--- config.mk ---
export PLATFORM = sky130hd
export DESIGN_NAME = phase_sequencer_flat
export DESIGN_NICKNAME = d
export VERILOG_FILES = /design/src/rtl/cpu_pkg.sv /design/src/rtl/phase_sequencer_if.sv /design/src/rtl/stall_watchdog.sv /design/src/rtl/phase_sequencer.sv /design/src/flat_wrapper.sv
export SDC_FILE = /design/constraint.sdc
export NUM_CORES = 1
export LEC_CHECK = 0
export ABC_AREA = 1
export CAP_MARGIN = 10
export CELL_PAD_IN_SITES_DETAIL_PLACEMENT = 1
export CELL_PAD_IN_SITES_GLOBAL_PLACEMENT = 2
export CORE_ASPECT_RATIO = 0.5
export CORE_MARGIN = 2
export CORE_UTILIZATION = 25
export DETAILED_ROUTE_END_ITERATION = 8
export PLACE_DENSITY_LB_ADDON = 0.1
export SLEW_MARGIN = 20
export SYNTH_ARGS = -nofsm -noshare
export SYNTH_HDL_FRONTEND = slang
export SYNTH_SLANG_ARGS = --single-unit
export TNS_END_PERCENT = 1
--- constraint.sdc ---
create_clock -name i_CLOCK -period 1.95 [get_ports i_CLOCK]
set_input_delay 0.2925 -clock i_CLOCK [delete_from_list [all_inputs] [get_ports i_CLOCK]]
set_output_delay 0.2925 -clock i_CLOCK [all_outputs]
set_load 0.01 [all_outputs]
--- src/rtl/cpu_pkg.sv ---
// Shared CPU phase encoding used by the sequencer,
// register-load logic and memory muxes.
package cpu_pkg;

  typedef enum logic [1:0] {
    ST_HALTED  = 2'd0,
    ST_FETCH   = 2'd1,
    ST_OPERAND = 2'd2,
    ST_EXECUTE = 2'd3
  } phase_t;

  localparam int unsigned PHASES = 3;

  function automatic logic is_active(phase_t s);
    return s != ST_HALTED;
  endfunction

endpackage

--- src/rtl/phase_sequencer_if.sv ---
// Memory/debug inputs and phase strobe outputs
// exchanged between the sequencer and the CPU datapath.
interface phase_sequencer_if #(
  parameter int P_CNT_W = 16
);
  import cpu_pkg::*;

  logic               i_MEMREADY;
  logic               i_HALT;
  logic               i_RUN;
  logic               i_STEP;
  logic               o_CYCLEX;
  logic               o_CYCLEY;
  logic               o_CYCLEZ;
  logic [1:0]         o_STATE;
  logic               o_HALTED;
  logic               o_FAULT;
  logic [P_CNT_W-1:0] o_INSTRET;

  modport master (
    output i_MEMREADY, i_HALT, i_RUN, i_STEP,
    input  o_CYCLEX, o_CYCLEY, o_CYCLEZ,
    input  o_STATE, o_HALTED, o_FAULT, o_INSTRET
  );

  modport slave (
    input  i_MEMREADY, i_HALT, i_RUN, i_STEP,
    output o_CYCLEX, o_CYCLEY, o_CYCLEZ,
    output o_STATE, o_HALTED, o_FAULT, o_INSTRET
  );

endinterface

--- src/rtl/stall_watchdog.sv ---
// Saturating count of consecutive stalled cycles;
// flags the edge on which the count reaches the limit.
module stall_watchdog #(
  parameter int P_TIMEOUT = 255
) (
  input  logic clk_i,
  input  logic rst_ni,
  input  logic clr_i,
  input  logic inc_i,
  output logic expired_o
);

  localparam bit EN = P_TIMEOUT > 0;
  localparam int W =
    EN ? $clog2(P_TIMEOUT + 1) : 1;
  localparam int LAST_I =
    EN ? P_TIMEOUT - 1 : 0;
  localparam logic [W-1:0] LIM  = W'(P_TIMEOUT);
  localparam logic [W-1:0] LAST = W'(LAST_I);

  logic [W-1:0] cnt_q;
  logic [W-1:0] cnt_d;

  always_comb begin
    cnt_d = cnt_q;
    if (clr_i)
      cnt_d = '0;
    else if (inc_i && cnt_q != LIM)
      cnt_d = cnt_q + W'(1);
  end

  // Fires on the edge that would bring the count to the limit.
  assign expired_o =
    EN && inc_i && !clr_i && (cnt_q >= LAST);

  always_ff @(posedge clk_i or negedge rst_ni) begin
    if (!rst_ni)
      cnt_q <= '0;
    else
      cnt_q <= cnt_d;
  end

endmodule

--- src/rtl/phase_sequencer.sv ---
// Fetch/operand/execute phase FSM with memory stalls,
// halt/run/step debug control and retired counter.
module phase_sequencer
  import cpu_pkg::*;
#(
  parameter int P_CNT_W        = 16,
  parameter int P_TIMEOUT      = 255,
  parameter bit P_START_HALTED = 1'b0
) (
  input  logic               i_CLOCK,
  input  logic               i_RESET_N,
  phase_sequencer_if.slave   bus
);

  localparam phase_t ST_RST =
    P_START_HALTED ? ST_HALTED : ST_FETCH;

  phase_t             state_q;
  logic               x_q;
  logic               y_q;
  logic               z_q;
  logic               fault_q;
  logic               step_q;
  logic [P_CNT_W-1:0] instret_q;

  logic active;
  logic wd_clr;
  logic wd_inc;
  logic expired;

  assign active = is_active(state_q);
  assign wd_clr = !active || bus.i_MEMREADY;
  assign wd_inc = active && !bus.i_MEMREADY;

  stall_watchdog #(
    .P_TIMEOUT (P_TIMEOUT)
  ) u_wd (
    .clk_i     (i_CLOCK),
    .rst_ni    (i_RESET_N),
    .clr_i     (wd_clr),
    .inc_i     (wd_inc),
    .expired_o (expired)
  );

  always_ff @(posedge i_CLOCK or negedge i_RESET_N) begin
    if (!i_RESET_N) begin
      state_q   <= ST_RST;
      x_q       <= 1'b0;
      y_q       <= 1'b0;
      z_q       <= 1'b0;
      fault_q   <= 1'b0;
      step_q    <= 1'b0;
      instret_q <= '0;
    end else begin
      x_q <= 1'b0;
      y_q <= 1'b0;
      z_q <= 1'b0;
      if (expired) begin
        // Aborted instruction is dropped; RUN restarts at fetch.
        state_q <= ST_HALTED;
        fault_q <= 1'b1;
        step_q  <= 1'b0;
      end else begin
        unique case (state_q)
          ST_HALTED: begin
            if (bus.i_RUN) begin
              if (!bus.i_HALT) begin
                state_q <= ST_FETCH;
                fault_q <= 1'b0;
                step_q  <= 1'b0;
              end
            end else if (bus.i_STEP) begin
              state_q <= ST_FETCH;
              step_q  <= 1'b1;
            end
          end
          ST_FETCH: begin
            if (bus.i_MEMREADY) begin
              state_q <= ST_OPERAND;
              x_q     <= 1'b1;
            end
          end
          ST_OPERAND: begin
            if (bus.i_MEMREADY) begin
              state_q <= ST_EXECUTE;
              y_q     <= 1'b1;
            end
          end
          ST_EXECUTE: begin
            if (bus.i_MEMREADY) begin
              z_q       <= 1'b1;
              instret_q <= instret_q + P_CNT_W'(1);
              step_q    <= 1'b0;
              state_q   <= (bus.i_HALT || step_q)
                         ? ST_HALTED : ST_FETCH;
            end
          end
          default: state_q <= ST_HALTED;
        endcase
      end
    end
  end

  assign bus.o_CYCLEX  = x_q;
  assign bus.o_CYCLEY  = y_q;
  assign bus.o_CYCLEZ  = z_q;
  assign bus.o_STATE   = state_q;
  assign bus.o_HALTED  = (state_q == ST_HALTED);
  assign bus.o_FAULT   = fault_q;
  assign bus.o_INSTRET = instret_q;

endmodule

--- src/flat_wrapper.sv ---
// flat-port wrapper written by rule: the top's interface ports become plain ports
module phase_sequencer_flat import cpu_pkg::*;
#(
  parameter int P_CNT_W        = 16,
  parameter int P_TIMEOUT      = 255,
  parameter bit P_START_HALTED = 1'b0
)
  (i_CLOCK, i_RESET_N, bus_i_MEMREADY, bus_i_HALT, bus_i_RUN, bus_i_STEP, bus_o_CYCLEX, bus_o_CYCLEY, bus_o_CYCLEZ, bus_o_STATE, bus_o_HALTED, bus_o_FAULT, bus_o_INSTRET);
  phase_sequencer_if #(.P_CNT_W(P_CNT_W)) bus_i ();
  input  logic i_CLOCK;
  input  logic i_RESET_N;
  input wire logic [$bits(bus_i.i_MEMREADY)-1:0] bus_i_MEMREADY;
  input wire logic [$bits(bus_i.i_HALT)-1:0] bus_i_HALT;
  input wire logic [$bits(bus_i.i_RUN)-1:0] bus_i_RUN;
  input wire logic [$bits(bus_i.i_STEP)-1:0] bus_i_STEP;
  output wire logic [$bits(bus_i.o_CYCLEX)-1:0] bus_o_CYCLEX;
  output wire logic [$bits(bus_i.o_CYCLEY)-1:0] bus_o_CYCLEY;
  output wire logic [$bits(bus_i.o_CYCLEZ)-1:0] bus_o_CYCLEZ;
  output wire logic [$bits(bus_i.o_STATE)-1:0] bus_o_STATE;
  output wire logic [$bits(bus_i.o_HALTED)-1:0] bus_o_HALTED;
  output wire logic [$bits(bus_i.o_FAULT)-1:0] bus_o_FAULT;
  output wire logic [$bits(bus_i.o_INSTRET)-1:0] bus_o_INSTRET;
  assign bus_i.i_MEMREADY = bus_i_MEMREADY;
  assign bus_i.i_HALT = bus_i_HALT;
  assign bus_i.i_RUN = bus_i_RUN;
  assign bus_i.i_STEP = bus_i_STEP;
  assign bus_o_CYCLEX = bus_i.o_CYCLEX;
  assign bus_o_CYCLEY = bus_i.o_CYCLEY;
  assign bus_o_CYCLEZ = bus_i.o_CYCLEZ;
  assign bus_o_STATE = bus_i.o_STATE;
  assign bus_o_HALTED = bus_i.o_HALTED;
  assign bus_o_FAULT = bus_i.o_FAULT;
  assign bus_o_INSTRET = bus_i.o_INSTRET;
  phase_sequencer #(.P_CNT_W(P_CNT_W), .P_TIMEOUT(P_TIMEOUT), .P_START_HALTED(P_START_HALTED)) u_core (.i_CLOCK(i_CLOCK), .i_RESET_N(i_RESET_N), .bus(bus_i));
endmodule
======== Yosys cells after proc, flatten, opt, wreduce, memory -nomap -nowiden ========
Cells that the tools add are included.
storage, ports and cells
  register bits ........................... 31
  input port bits ......................... 6
  output and inout port bits .............. 23
  logic and storage cells ................. 68
operators by class
  add/sub/neg operators ................... 2
  $lt $le $gt $ge ......................... 1
  eq/ne operators ......................... 10
  mux-type cells .......................... 27
  bitwise logic cells ..................... 1
  reduce and logical (&&, ||, !) cells .... 19
operators with widths
  cell                                                                   count
  16-bit by 1-bit adder with 16-bit output, second input constant        1
  1-bit two-way mux                                                      16
  8-bit two-way mux                                                      2
  2-bit two-way mux                                                      7
  3-bit by 2-bit != test with 1-bit output, second input constant        3
  8-bit by 1-bit adder with 8-bit output, second input constant          1
  8-bit >= comparator, second input constant                             1
  4-bit by 3-bit != test with 1-bit output, second input constant        2
  8-bit != test, second input constant                                   1
  2-bit one-hot mux with 4 select lines                                  1
  2-bit nonzero test                                                     4
  3-bit AND reduction                                                    2
  5-bit AND reduction                                                    1
  2-bit equality test, second input constant                             2
  1-bit logical AND                                                      4
  4-bit AND reduction                                                    1
  1-bit logical NOT                                                      3
  3-bit nonzero test                                                     1
  2-bit by 1-bit equality test with 1-bit output, second input constant  1
  2-bit logical NOT                                                      1
  1-bit logical OR                                                       2
  2-bit by 1-bit != test with 1-bit output, second input constant        1
  1-bit one-hot mux with 2 select lines                                  1
  1-bit inverter                                                         1

======== Depth between registers and ports, before layout ========
Gate-level depths: netlist (run 1).
  depth after elaboration ................. 8
  gate-level depth with buffers ........... 10
  depth with buffers taken out ............ 10

======== Hierarchy ========
Synthesis (run 1) repeated with hierarchy kept, for this count alone.
unflattened totals
  cells, all modules ...................... 228
  area, all modules ....................... 1,791.7 µm²
by module, submodules not included
  module           times used  cells an instance  area each (µm²)  seq. area each (µm²)
  phase_sequencer  1           152                1,258.7          576.8
  stall_watchdog   1           76                 533.0            200.2

======== Worst setup path after synthesis (run 1) ========
OpenSTA, ideal clock, no wires.
  kind .................................... register -> register
  start point ............................. register u_core.state_q[0] (netlist: u_core.bus.o_STATE[0])
  end point ............................... register u_core.state_q[1] (netlist: u_core.bus.o_STATE[1])
  library setup time ...................... 65 ps
  arrival ................................. 1,606 ps
  required time ........................... 1,885 ps
  setup slack ............................. 279 ps
  stages on the path, launching flop included .. 10
  buffers on the path ..................... 0
  path through ............................ dfstp_2 > inv_1 > ha_1 > nor2_1 > nand3_2 > nand2_1 > nand2_1 > nor2_1 > nand2_1 > nand2_1
RTL lines
  item                                                                                                                       line                   RTL
  start, declared                                                                                                            phase_sequencer.sv:18  phase_t state_q;
  start signal, assigned                                                                                                     phase_sequencer.sv:94  state_q <= (bus.i_HALT || step_q)
  2-bit logical NOT (*)                                                                                                      n/a
  named net bus_o_HALTED                                                                                                     flat_wrapper.sv:20     output wire logic [$bits(bus_i.o_HALTED)-1:0] bus_o_HALTED;
  4-bit by 3-bit != test with 1-bit output (no source line) / 2-bit one-hot mux with 4 select lines (equally long branches)  n/a
  5-bit AND reduction (no source line) / 2-bit two-way mux (equally long branches)                                           n/a
Mark *: on every way through the listed nets, which the timed path passes. The rest lies on a longest branch.
A chain may end at the register's enable or synchronous reset.

======== Worst setup path after layout (run 1) ========
  start point ............................. register u_core.state_q[0] (netlist: u_core.bus.o_STATE[0])
  end point ............................... output bus_o_HALTED
on the way
  word-level cells in the longest chain between the ends .. 1
RTL lines
  item               line                    RTL
  2-bit logical NOT  phase_sequencer.sv:108  assign bus.o_HALTED = (state_q == ST_HALTED);
  end, declared      flat_wrapper.sv:20
Every way passes these cells.

==> metrics.txt, run 1 <==
status=complete, no violations; Core ar.=0.006595 mm^2; layout cells sized above 1=10.66%; switching power total=799.9 uW; gr usage total=11.99%; # DRC=0; die area=0.007464 mm^2; DR pass1 iterations=4; Max clock buf depth=2; unrepaired setup endpoints after global routing=false; Clk pwr share=31.9%; CP max-delay cell=dfstp_2; GRT overflow=0; cell with the most instances after synthesis=nand2_1; DR iter-0 viols=45; Layout Skew=0.005778 ns; H-tree Lvls=2; Main synth FF type=dfrtp_1; diode count=0; initial core utilization=25.59%; Seq pwr share=36.2%; top cell type's share of synthesized area=44.48%; fraction of power consumed by combinational cells=32.0%; worst setup margin=0.1132 ns; CP Cell Sequence=inv_1, ha_1, dlygate4sd2_1; Static Leakage=1.145 nW; setup violators final=0; crit end category=output pin; CP peak stage delay=0.58 ns; die width=120.2 um; CTS buffer count=5; Port Buffers=28; Max Freq=0.5444 GHz; crit path max fanout=6; vias in the first global route=1484; Commonest cells post-synth=56 x nand2_1, 32 x inv_1, 30 x dfrtp_1, 18 x nor2_1, 12 x nand3_1; clock-pin slew on the worst setup and hold paths=0.05 ns; die height=62.10 um; Root Buffer=clkbuf_16; Period minus WS final=1.837 ns; overall power=2.417 mW; switching share of power=33.10%; setup tns final=0 ns; first-pass GRT wire length=7.065 mm; Layout area overhead=33.95%; Setup Crit Path Kind=reg -> out; PD cells=1069 mW/mm^2; cts hold-fix bufs=0; Hold WS=0.4375 ns; worst path buffer plus inverter count=2; Worst-Margin Slew=0.4321 ns; asr flop ratio synth=100.0%; vias post-DR=1405; Max Slew Vio Count=0; Rows=21; VDD IR max=0.0003478 V; Largest delay share family, worst path=flip-flops; FILL cells=785; largest cells by area after synthesis=dfrtp_1 44%, nand2_1 12%, inv_1 7.1%; area leader, netlist=dfrtp_1; DR WL/cell=11.75 um; vias per cell=4.182; Post-Route WL=3.949 mm; sequential area share after synthesis=46.03%; Arr. time, crit path=1.54 ns; DP Area=0.002116 mm^2; post-detail-place hpwl=3.008 mm; routability cong.=0.7108; relative slew slack=71.19%; P_int=1.617 mW; nets@finish=258; Worst EP required=1.66 ns; synth warn=0; critical path startpoint category=register; Synth Net Count=219; clk sinks=31; CTS tree=yes; unique cell type count in the Yosys netlist=27; Non-Filler Instances=336; Post-DRT Antenna Nets=0; min-delay worst type=in -> async; final core occ=34.28%; pin count of the biggest net entering global routing=32; final hold viol count=0; max cap viols=0; Yosys reg bits=31; Finished Cell Area=0.002261 mm^2; number of synthesized flops with an enable pin=0; io pins=29; worst skew pair latency=0.27 ns; Cells after Synth=205; DP Worst Slack=0.1021 ns; Final period util=94.19%; Mapped Area=0.001688 mm^2; syn avg cell area=8.234 um^2; Inst Count DP=329; initial antenna violation count=0
worst reg2reg max path, delay by kind of cell, from the launching register on:
family	cells	cell delay [ns]
xor+xnor	1	0.15
fa+ha+maj	1	0.22
flops	1	0.58
simple gates	5	0.66
registers in the layout (all words and copies together), names as in the netlist:
signal and cells:
u_core.bus.o_CYCLEX 1, u_core.bus.o_CYCLEY 1, u_core.bus.o_CYCLEZ 1, u_core.bus.o_FAULT 1, u_core.bus.o_INSTRET 16, u_core.bus.o_STATE 2, u_core.step_q 1, u_core.u_wd.cnt_q 8
repair_timing:
item,4_1_cts,5_1_grt
buffers inserted,0,0
resized for setup,1,1
setup endpoints to repair,1,2
endpoints found under the hold margin,0,0
final timing paths:
check / from / end / slack [ns] / depth (start not counted)
worst min-delay path: i_RESET_N / u_core.bus.o_INSTRET[9] / 0.44 / 2
min in group i_CLOCK: u_core.u_wd.cnt_q[6] / u_core.u_wd.cnt_q[6] / 0.47 / 1
max in group asynchronous: i_RESET_N / u_core.bus.o_STATE[0] / 1.17 / 2
worst max register to register: u_core.bus.o_STATE[0] / u_core.bus.o_INSTRET[14] / 0.24 / 7
worst max-delay path: u_core.bus.o_STATE[0] / bus_o_HALTED / 0.11 / 3
worst min register to register: u_core.u_wd.cnt_q[6] / u_core.u_wd.cnt_q[6] / 0.47 / 1
metal layers:
layer | GRT usage (%) | up-vias | routed length, um
li1 | - | 713 | -
met1 | 15.37 | 666 | 1962
met2 | 19.32 | 20 | 1765
met3 | 3.952 | 6 | 182
met4 | 3.529 | 0 | 39
met5 | 0 | - | 0
cell usage in the layout, fill, tap and decap left out, types with 2 or more instances in the layout:
cell,instances
nand2_1,56
inv_1,32
dfrtp_1,30
clkdlybuf4s50_1,27
nor2_1,17
nand3_1,12
xor2_1,9
o21ai_0,9
ha_1,8
clkbuf_16,5
buf_4,5
nor2_2,4
a21oi_1,4
xnor2_1,3
nor3_1,3
nor2_4,2
nor3_2,2
a31oi_1,2
final cells by class:
cell class | count | area, um^2 | share of cell area (%)
Sequential cell | 31 | 777.0 | 34.37
Clock inverter | 1 | 5.005 | 0.2214
Multi-Input combinational cell | 140 | 782.0 | 34.59
Inverter | 33 | 126.4 | 5.589
Tap cell | 92 | 115.1 | 5.091
Clock buffer | 6 | 138.9 | 6.143
Timing Repair Buffer | 33 | 316.6 | 14.00
power groups by stage:
stage / clock network, mW / registers (mW) / logic (mW)
2_1_floorplan: 0 / 0.898 / 0.428
3_3_place_gp: 0 / 0.884 / 0.795
3_5_place_dp: 0 / 0.889 / 0.801
4_1_cts: 0.801 / 0.878 / 0.796
5_1_grt: 0.836 / 0.894 / 0.900
6_report: 0.770 / 0.874 / 0.772
cell families after synthesis:
logic type,count (synthesis),share of synthesized area (%)
DFF,31,46.03
AOI/OAI and AO/OA,17,5.486
and+or+nand+nor,103,28.54
xor gates and xnor gates,12,6.227
buffers and inverters,34,7.784
adders and majority gates,8,5.931
(Power assumes the default switching activity.)
==> run 2: changes to the inputs <==
--- a/config.mk
+++ b/config.mk
@@ -5,7 +5,6 @@
 export SDC_FILE = /design/constraint.sdc
 export NUM_CORES = 1
 export LEC_CHECK = 0
-export ABC_AREA = 1
 export CAP_MARGIN = 10
 export CELL_PAD_IN_SITES_DETAIL_PLACEMENT = 1
 export CELL_PAD_IN_SITES_GLOBAL_PLACEMENT = 2
==> run 2 against run 1 <==
Core utilization rose by 0.92 points. Maximum frequency fell by 2.3%. Critical path depth increased by 4. Largest cell class is now flip-flops and latches. Worst hold slack got worse by 0.016 ns.
==> metrics.txt, run 2 <==
status=complete, no violations; setup tns final=0 ns; Main synth FF type=dfrtp_1; Yosys reg bits=31; FILL cells=693; Cells after Synth=142; Setup Crit Path Kind=reg -> reg; Port Buffers=28; post-detail-place hpwl=2.627 mm; Worst-Margin Slew=0.4142 ns; layout cells sized above 1=12.71%; VDD IR max=0.0003037 V; Max clock buf depth=2; Layout area overhead=36.32%; asr flop ratio synth=100.0%; CTS buffer count=5; Worst setup endpoint=u_core.bus.o_STATE[0]; vias per cell=4.294; die area=0.006943 mm^2; final core occ=35.21%; Max Slew Vio Count=0; Arr. time, crit path=2.08 ns; Synth Net Count=156; CP max-delay cell=dfstp_2; Final period util=96.44%; worst setup path startpoint=u_core.bus.o_STATE[0]; Hold WS=0.4217 ns; clock-pin slew on the worst setup and hold paths=0.05 ns; unrepaired setup endpoints after global routing=true; FF-to-FF path depth=7; Core ar.=0.006056 mm^2; diode count=0; die height=59.93 um; R2R Path End=u_core.bus.o_STATE[0]; critical path startpoint category=register; final hold viol count=0; io pins=29; CTS tree=yes; synth warn=0; cell with the most instances after synthesis=dfrtp_1; worst setup margin=0.06936 ns; DR WL/cell=13.15 um; commonest cells after routing, fill and taps aside=30 x dfrtp_1, 27 x clkdlybuf4s50_1, 10 x nand2_1, 10 x xnor2_1; pin count of the biggest net entering global routing=32; GRT overflow=0; H-tree Lvls=2; vias post-DR=1155; routability cong.=0.7323; Largest register FFs=16; top cell type's share of synthesized area=48.00%; Static Leakage=0.9817 nW; CP peak stage delay=0.56 ns; clk sinks=31; initial antenna violation count=0; Layout Skew=0.006343 ns; vias in the first global route=1195; min-delay worst type=in -> async; Period minus WS final=1.881 ns; PD cells=1144 mW/mm^2; crit path max fanout=5; area leader, netlist=dfrtp_1; setup violators final=0; FF-to-FF setup slack=0.07 ns; Mapped Area=0.001564 mm^2; syn avg cell area=11.01 um^2; initial core utilization=25.83%; worst skew pair latency=0.27 ns; max cap viols=0; Max Freq=0.5317 GHz; DR pass1 iterations=4; commonest non-fill, non-tap cell in the layout=dfrtp_1; Root Buffer=clkbuf_16; number of synthesized flops with an enable pin=0; postcts setup bufs=0; unique cell type count in the Yosys netlist=37; largest cells by area after synthesis=dfrtp_1 48%, ha_1 6.4%, xnor2_1 5.6%; gr usage total=11.96%; # DRC=0; first-pass GRT wire length=6.196 mm; CP Cell Sequence=inv_1, buf_4, ha_1, nor3_1, nor2_1, a21bo_1, a22o_1; Commonest cells post-synth=30 x dfrtp_1, 10 x nand2_1, 10 x xnor2_1, 8 x ha_1, 8 x inv_1; sequential area share after synthesis=49.68%; die width=115.9 um; nets@finish=194; Rows=20; DR iter-0 viols=48; overall power=2.440 mW; Post-Route WL=3.538 mm; Post-DRT Antenna Nets=0; crit end category=register; relative slew slack=72.39%; reg2reg start=u_core.bus.o_STATE[0]; Worst EP required=2.15 ns; DP Worst Slack=0.06732 ns
-- run 2: changes by cell type in the layout (fill, tap and decap cells not counted), moves of 3 or more --
cell,before,now
a211oi_1,0,4
a22o_1,0,3
and2_1,0,5
and3_1,1,5
inv_1,32,8
nand2_1,56,10
nand3_1,12,7
nor2_1,17,7
nor2_2,4,0
o21ai_0,9,3
xnor2_1,3,10
-- run 2: worst min path at each step --
stage	from	to	slack, ns
floorplan	i_RESET_N	u_core.bus.o_CYCLEX	-0.003
global placement	u_core.bus.o_INSTRET[15]	u_core.bus.o_INSTRET[15]	0.48
detailed placement	u_core.bus.o_INSTRET[15]	u_core.bus.o_INSTRET[15]	0.48
CTS	i_RESET_N	u_core.bus.o_INSTRET[3]	0.45
global route	i_RESET_N	u_core.u_wd.cnt_q[2]	0.47
finish	i_RESET_N	u_core.u_wd.cnt_q[2]	0.42
-- run 2: cells by family after synthesis --
kind of cell               synth area share (%)
DFF                                       49.68
xor gates and xnor gates                  9.520
and+or+nand+nor                           20.08
muxes                                    0.7199
AOI/OAI and AO/OA                         10.32
buffers and inverters                     3.280
adders and majority gates                 6.400
-- run 2: repair_timing --
| action | in CTS | in global routing |
|---|---|---|
| hold buffers | 0 | 0 |
| gates resized for setup | 1 | 0 |
| setup endpoints to repair | 1 | 5 |
-- run 2: power by group --
| group | total [mW] | switching, mW | internal [mW] |
|---|---|---|---|
| clock | 0.767 | 0.262 | 0.505 |
| combinational | 0.765 | 0.355 | 0.409 |
| sequential | 0.908 | 0.147 | 0.761 |
| total | 2.44 | 0.764 | 1.68 |
-- run 2: cell type report --
| cell class | instances | area [um^2] | share of cell area [%] |
|---|---|---|---|
| flip-flops and latches | 31 | 777.0 | 36.44 |
| multi-input cells | 99 | 735.7 | 34.51 |
| repair buffers | 35 | 331.6 | 15.55 |
| clock buffers | 7 | 142.6 | 6.690 |
| well taps | 88 | 110.1 | 5.164 |
| inverters | 8 | 30.03 | 1.408 |
| clock inverters | 1 | 5.005 | 0.2347 |
-- run 2: worst max-delay path: cells and delay by family (launching register included) --
| kind | cells | cell delay (ns) |
|---|---|---|
| adders and majority gates | 1 | 0.20 |
| AOI/OAI and AO/OA | 2 | 0.45 |
| buffers and inverters | 2 | 0.21 |
| and+or+nand+nor | 2 | 0.38 |
| DFF | 1 | 0.56 |
-- run 2: through the flow --
| stage | std cells | area [um^2] |
|---|---|---|
| finish | 269 | 2132 |
| global route | 269 | 2132 |
| CTS | 269 | 2132 |
| detailed placement | 261 | 1986 |
| global placement | 261 | 1986 |
| floorplan | 142 | 1564 |
-- run 2: metal layers --
metal,wire (um),part of all wire (%),track usage [%],up-vias
met5,0,0,0,-
met4,32,0.90,3.571,0
met3,152,4.3,4.868,5
met2,1544,44,18.05,17
met1,1808,51,15.87,560
li1,-,-,-,573
==> variant 1 (settings of run 2) <==
Reset style: synchronous (`i_RESET_N` and `rst_ni`), changed in 2 clocked blocks.
--- a/src/rtl/stall_watchdog.sv
+++ b/src/rtl/stall_watchdog.sv
@@ -33,7 +33,7 @@
   assign expired_o =
     EN && inc_i && !clr_i && (cnt_q >= LAST);
 
-  always_ff @(posedge clk_i or negedge rst_ni) begin
+  always_ff @(posedge clk_i) begin
     if (!rst_ni)
       cnt_q <= '0;
     else
--- a/src/rtl/phase_sequencer.sv
+++ b/src/rtl/phase_sequencer.sv
@@ -42,7 +42,7 @@
     .expired_o (expired)
   );
 
-  always_ff @(posedge i_CLOCK or negedge i_RESET_N) begin
+  always_ff @(posedge i_CLOCK) begin
     if (!i_RESET_N) begin
       state_q   <= ST_RST;
       x_q       <= 1'b0;
Check against the original RTL: differs if i_RESET_N is asserted again (counterexample within 4 cycles, from zero or initial values and one cycle with i_RESET_N low); with i_RESET_N held inactive, the same outputs for 10 cycles.
==> variant 1 against run 2 <==
- total power fell by 12%
- setup slack improved by 0.040 ns
- sequential cell count did not move
- first-iteration DRC count rose by 44%
- cell area rose by 4.1%
- critical endpoint is now bus_o_HALTED
- critical path depth fell by 4
- sequential power fell by 20%
- wire length rose by 17%
- fmax rose by 2.2%
- utilization rose by 1.4 points
- critical path type is now flop to primary output
- via count rose by 24%
- register-to-register slack improved by 0.09 ns
- synthesized area did not move
- count of clock-buffer cells in the layout fell by 1
- largest cell class is now multi-input gates
==> variant 1: results (changes against run 2) <==
qor: cells_and_area.clock_buffers 6 [-1]
qor: worst_setup_path.timing.rr.start u_core.bus.o_STATE[0]
qor: status.run_status finished clean
qor: synth.synth.distinct_cells 41 [+11%]
qor: min_path.hold_wc_path_type flop to flop
qor: sta.worst_pin_slew 0.475 ns [+0.0604 ns]
qor: power.static-leakage-power 0.816 nW [-17%]
qor: routing.routed-wl-met2 1930 µm [+25%]
qor: cells_and_area.sequential_cell_total 31 [unchanged]
qor: synth.async_flop_share 0% [-100 points]
qor: global_route.grt_first_pass_wirelength 7000 µm [+13%]
qor: routing.routed_via_density 4.62 [+7.5%]
qor: power.vdd_drop_max 304 µV [about the same]
qor: routing.met1_layer_wirelength_in_the_final_routing 2000 µm [+11%]
qor: global_route.global_route.usage.met2 22.9% [+4.8 points]
qor: global_route.grtUsageMet1 16.2% [+0.34 points]
qor: placed_design.placement.cell_area 0.00203 mm² [+2.1%]
qor: cells_and_area.seqCellArea 621 µm² [-20%]
qor: power.flop_latch_power 0.723 mW [-20%]
qor: cells_and_area.fillerInstances 723 [+4.3%]
qor: placed_design.gp_routability_congestion 0.727 [-0.76%]
qor: routing.initialDrtViolationCount 69 [+44%]
qor: routing.detail_route.wirelength 4150 µm [+17%]
qor: global_route.grt_util_all_layers 13.5% [+1.6 points]
qor: worst_setup_path.timing.rr.end u_core.bus.o_INSTRET[12]
qor: cells_and_area.n_all_buffers 41 [+17%]
qor: sta.fin_skew 0.00569 ns [-0.000654 ns]
qor: cells_and_area.area_share_clock_buf_inv 7.84% [+0.91 points]
qor: power.p_switching 0.574 mW [-25%]
qor: global_route.grt_max_degree 16 [-50%]
qor: worst_setup_path.critical_path_arrival 1.55 ns [-0.53 ns]
qor: cells_and_area.final.signal_inverter_count 10 [+2]
## variant 1: cell count changes in the layout (fill, tap and decap cells not counted), sizes merged, moves of 6 or more
cell   before  now
dfxtp       0   31
dfrtp      30    0
nor2        7   20
a21oi       2    8
buf         7   13
nand4       4   10
## variant 1: cell families after synthesis
group	after synthesis	share of synthesized area, %
mux	5	3.20
xor+xnor	12	6.72
simple gates	80	28.2
flops	31	39.7
fa+ha+maj	8	6.40
buf+inv	16	4.00
compound gates	28	11.8
## variant 1: through the flow
stage | utilization [%] | total power, mW | cells | hold slack (ns) | setup WS [ns]
floorplan | - | 1.02 | 180 | 0.456 | 0.0764
global placement | 33.5 | 1.21 | 303 | 0.455 | 0.0224
detailed placement | 33.5 | 1.22 | 303 | 0.463 | 0.0121
CTS | 36.4 | 2.16 | 311 | 0.470 | 0.0360
global route | 36.7 | 2.27 | 311 | 0.478 | 0.00872
finish | 36.7 | 2.14 | 311 | 0.467 | 0.109
## variant 1: worst max path at each step
stage                                startpoint                       end  slack [ns]  cells after the start
after global placement           bus_i_MEMREADY  u_core.bus.o_INSTRET[14]        0.02                      5
after detailed placement         bus_i_MEMREADY  u_core.bus.o_INSTRET[12]        0.01                      5
after floorplan           u_core.bus.o_STATE[0]  u_core.bus.o_INSTRET[14]        0.08                      6
final                     u_core.bus.o_STATE[1]              bus_o_HALTED        0.11                      3
after CTS                 u_core.bus.o_STATE[1]              bus_o_HALTED        0.04                      3
after global routing      u_core.bus.o_STATE[0]     u_core.bus.o_STATE[1]       0.009                      7
## variant 1: worst max-delay path, stage by stage, from the launching register on
cell	delay, ns
dfxtp_1	0.35
inv_1	0.18
ha_4	0.20
clkdlybuf4s50_1	0.54
==> variant 2 (config.mk and constraints of run 2) <==
Made on the original files. `P_CNT_W` is set to 16 in 3 places; all go to 12.
--- a/src/rtl/phase_sequencer_if.sv
+++ b/src/rtl/phase_sequencer_if.sv
@@ -1,7 +1,7 @@
 // Memory/debug inputs and phase strobe outputs
 // exchanged between the sequencer and the CPU datapath.
 interface phase_sequencer_if #(
-  parameter int P_CNT_W = 16
+  parameter int P_CNT_W = 12
 );
   import cpu_pkg::*;
 
--- a/src/rtl/phase_sequencer.sv
+++ b/src/rtl/phase_sequencer.sv
@@ -3,7 +3,7 @@
 module phase_sequencer
   import cpu_pkg::*;
 #(
-  parameter int P_CNT_W        = 16,
+  parameter int P_CNT_W        = 12,
   parameter int P_TIMEOUT      = 255,
   parameter bit P_START_HALTED = 1'b0
 ) (
--- a/src/flat_wrapper.sv
+++ b/src/flat_wrapper.sv
@@ -1,7 +1,7 @@
 // flat-port wrapper written by rule: the top's interface ports become plain ports
 module phase_sequencer_flat import cpu_pkg::*;
 #(
-  parameter int P_CNT_W        = 16,
+  parameter int P_CNT_W        = 12,
   parameter int P_TIMEOUT      = 255,
   parameter bit P_START_HALTED = 1'b0
 )
Interface: changed (resized bus_o_INSTRET); port bits go from 29 to 25. No check against the original RTL was run, so the function may have changed too.
==> variant 2 against run 2 <==
- count of clock-buffer cells in the layout fell by 4
- sequential power shrank 13%
- cell count fell by 16%
- total power down 22%
- cell area down 17%
- setup slack lost 0.0032 ns
- non-clock buffer count decreased by 5
- fmax down 0.17%
- sequential cell count is 4 lower
- wire length fell by 13%
- synthesized area down 14%
- utilization is 0.19 points lower
- synthesized cell count down 11%
- clock skew decreased by 0.0051 ns
- highest routed layer unchanged
==> variant 2: results (changes against run 2) <==
qor: global_route.grt_first_pass_wirelength 5260 µm [-15%]
qor: cells_and_area.largest_register_ffs 12 [-4]
qor: synth.ys_seq_area_share 50.3% [+0.60 points]
qor: sta.finalHoldWorstSlack 0.389 ns [-0.0331 ns]
qor: global_route.grt_util_all_layers 10.9% [-1.0 points]
qor: worst_setup_path.rr_worst_depth 6 [-1]
qor: status.run_status finished clean
qor: clock_tree.ctsHtreeMaxLevel 1 [-1]
qor: sta.timing.slew.headroom 75.3% [+2.9 points]
qor: synth.post_synth_main_area_contributors dfrtp_1, ha_1, xnor2_1
qor: routing.detail_route.wirelength 3060 µm [-13%]
qor: power.vdd_drop_max 311 µV [+2.3%]
qor: synth.postSynthNetCount 140 [-10%]
qor: cells_and_area.design.final.nets 172 [-11%]
qor: worst_setup_path.timing.rr.end u_core.bus.o_STATE[1]
qor: placed_design.buffer_ports.inserted 24 [-14%]
qor: power.static-leakage-power 0.771 nW [-21%]
qor: clock_tree.root_buffer clkbuf_8
qor: clock_tree.cts.reportedPaths.clkPinSlew 0.10 ns [+0.05 ns]
qor: synth.synth.distinct_cells 35 [-5.4%]
qor: routing.initialDrtViolationCount 16 [-67%]
qor: cells_and_area.drive_above_1_share 14.6% [+1.9 points]
qor: routing.routed_via_density 4.59 [+6.8%]
qor: placed_design.hpwl 2250 µm [-14%]
qor: global_route.grt_max_degree 28 [-13%]
qor: synth.yosys-top-cells-count dfrtp_1, xnor2_1, nor2_1
qor: sta.fin_skew 0.00126 ns [-0.00508 ns]
==> variant 2: through the flow <==
step / cells / setup slack [ns] / area [µm²]
3_3_place_gp: 222 / 0.0937 / 1700
3_5_place_dp: 222 / 0.0637 / 1700
5_1_grt: 227 / 0.00925 / 1770
4_1_cts: 226 / 0.0314 / 1750
2_1_floorplan: 126 / 0.00471 / 1360
6_report: 227 / 0.0661 / 1770
==> variant 2: worst max-delay path by stage <==
stage	endpoint	depth (start not counted)
6_report	bus_o_HALTED	3
5_1_grt	bus_o_HALTED	3
4_1_cts	bus_o_HALTED	3
3_5_place_dp	u_core.bus.o_STATE[1]	6
3_3_place_gp	u_core.bus.o_STATE[1]	6
2_1_floorplan	u_core.bus.o_STATE[1]	7
==> variant 2: cell type report <==
type | count | area (µm²)
flip-flops and latches | 27 | 677
multi-input cells | 90 | 643
well taps | 70 | 87.6
repair buffers | 30 | 285
inverters | 6 | 25.0
clock buffers | 3 | 41.3
clock inverters | 1 | 7.51
fillers | 592 | 3280
==> variant 2: kinds of logic (layout without fill, tap and decap cells) <==
family | after synthesis | count (layout) | share of synthesized area, %
buffers and inverters | 9 | 40 | 3.35
AO/OA/AOI/OAI | 18 | 18 | 8.64
AND/OR/NAND/NOR | 50 | 50 | 20.9
flip-flops | 27 | 27 | 50.3
multiplexers | 2 | 2 | 1.58
adder cells (fa/ha/maj) | 8 | 8 | 7.44
XOR/XNOR | 12 | 12 | 7.81
==> variant 2: power by group <==
group,total [mW],internal [mW],switching [mW]
Clock,0.337,0.145,0.192
Sequential,0.790,0.675,0.115
Combinational,0.777,0.408,0.370
==> variant 2: repair_timing <==
item,in CTS,in global routing
buffers inserted,0,1
setup endpoints to repair,0,2
gates resized for setup,0,1
==> variant 2: metal layers <==
| layer | wire length, µm | track usage, % | vias to the layer above |
|---|---|---|---|
| li1 | - | - | 507 |
| met1 | 1540 | 14.2 | 521 |
| met2 | 1420 | 18.7 | 11 |
| met3 | 93 | 3.16 | 2 |
| met4 | 11 | 1.10 | 0 |
| met5 | 0 | 0 | - |
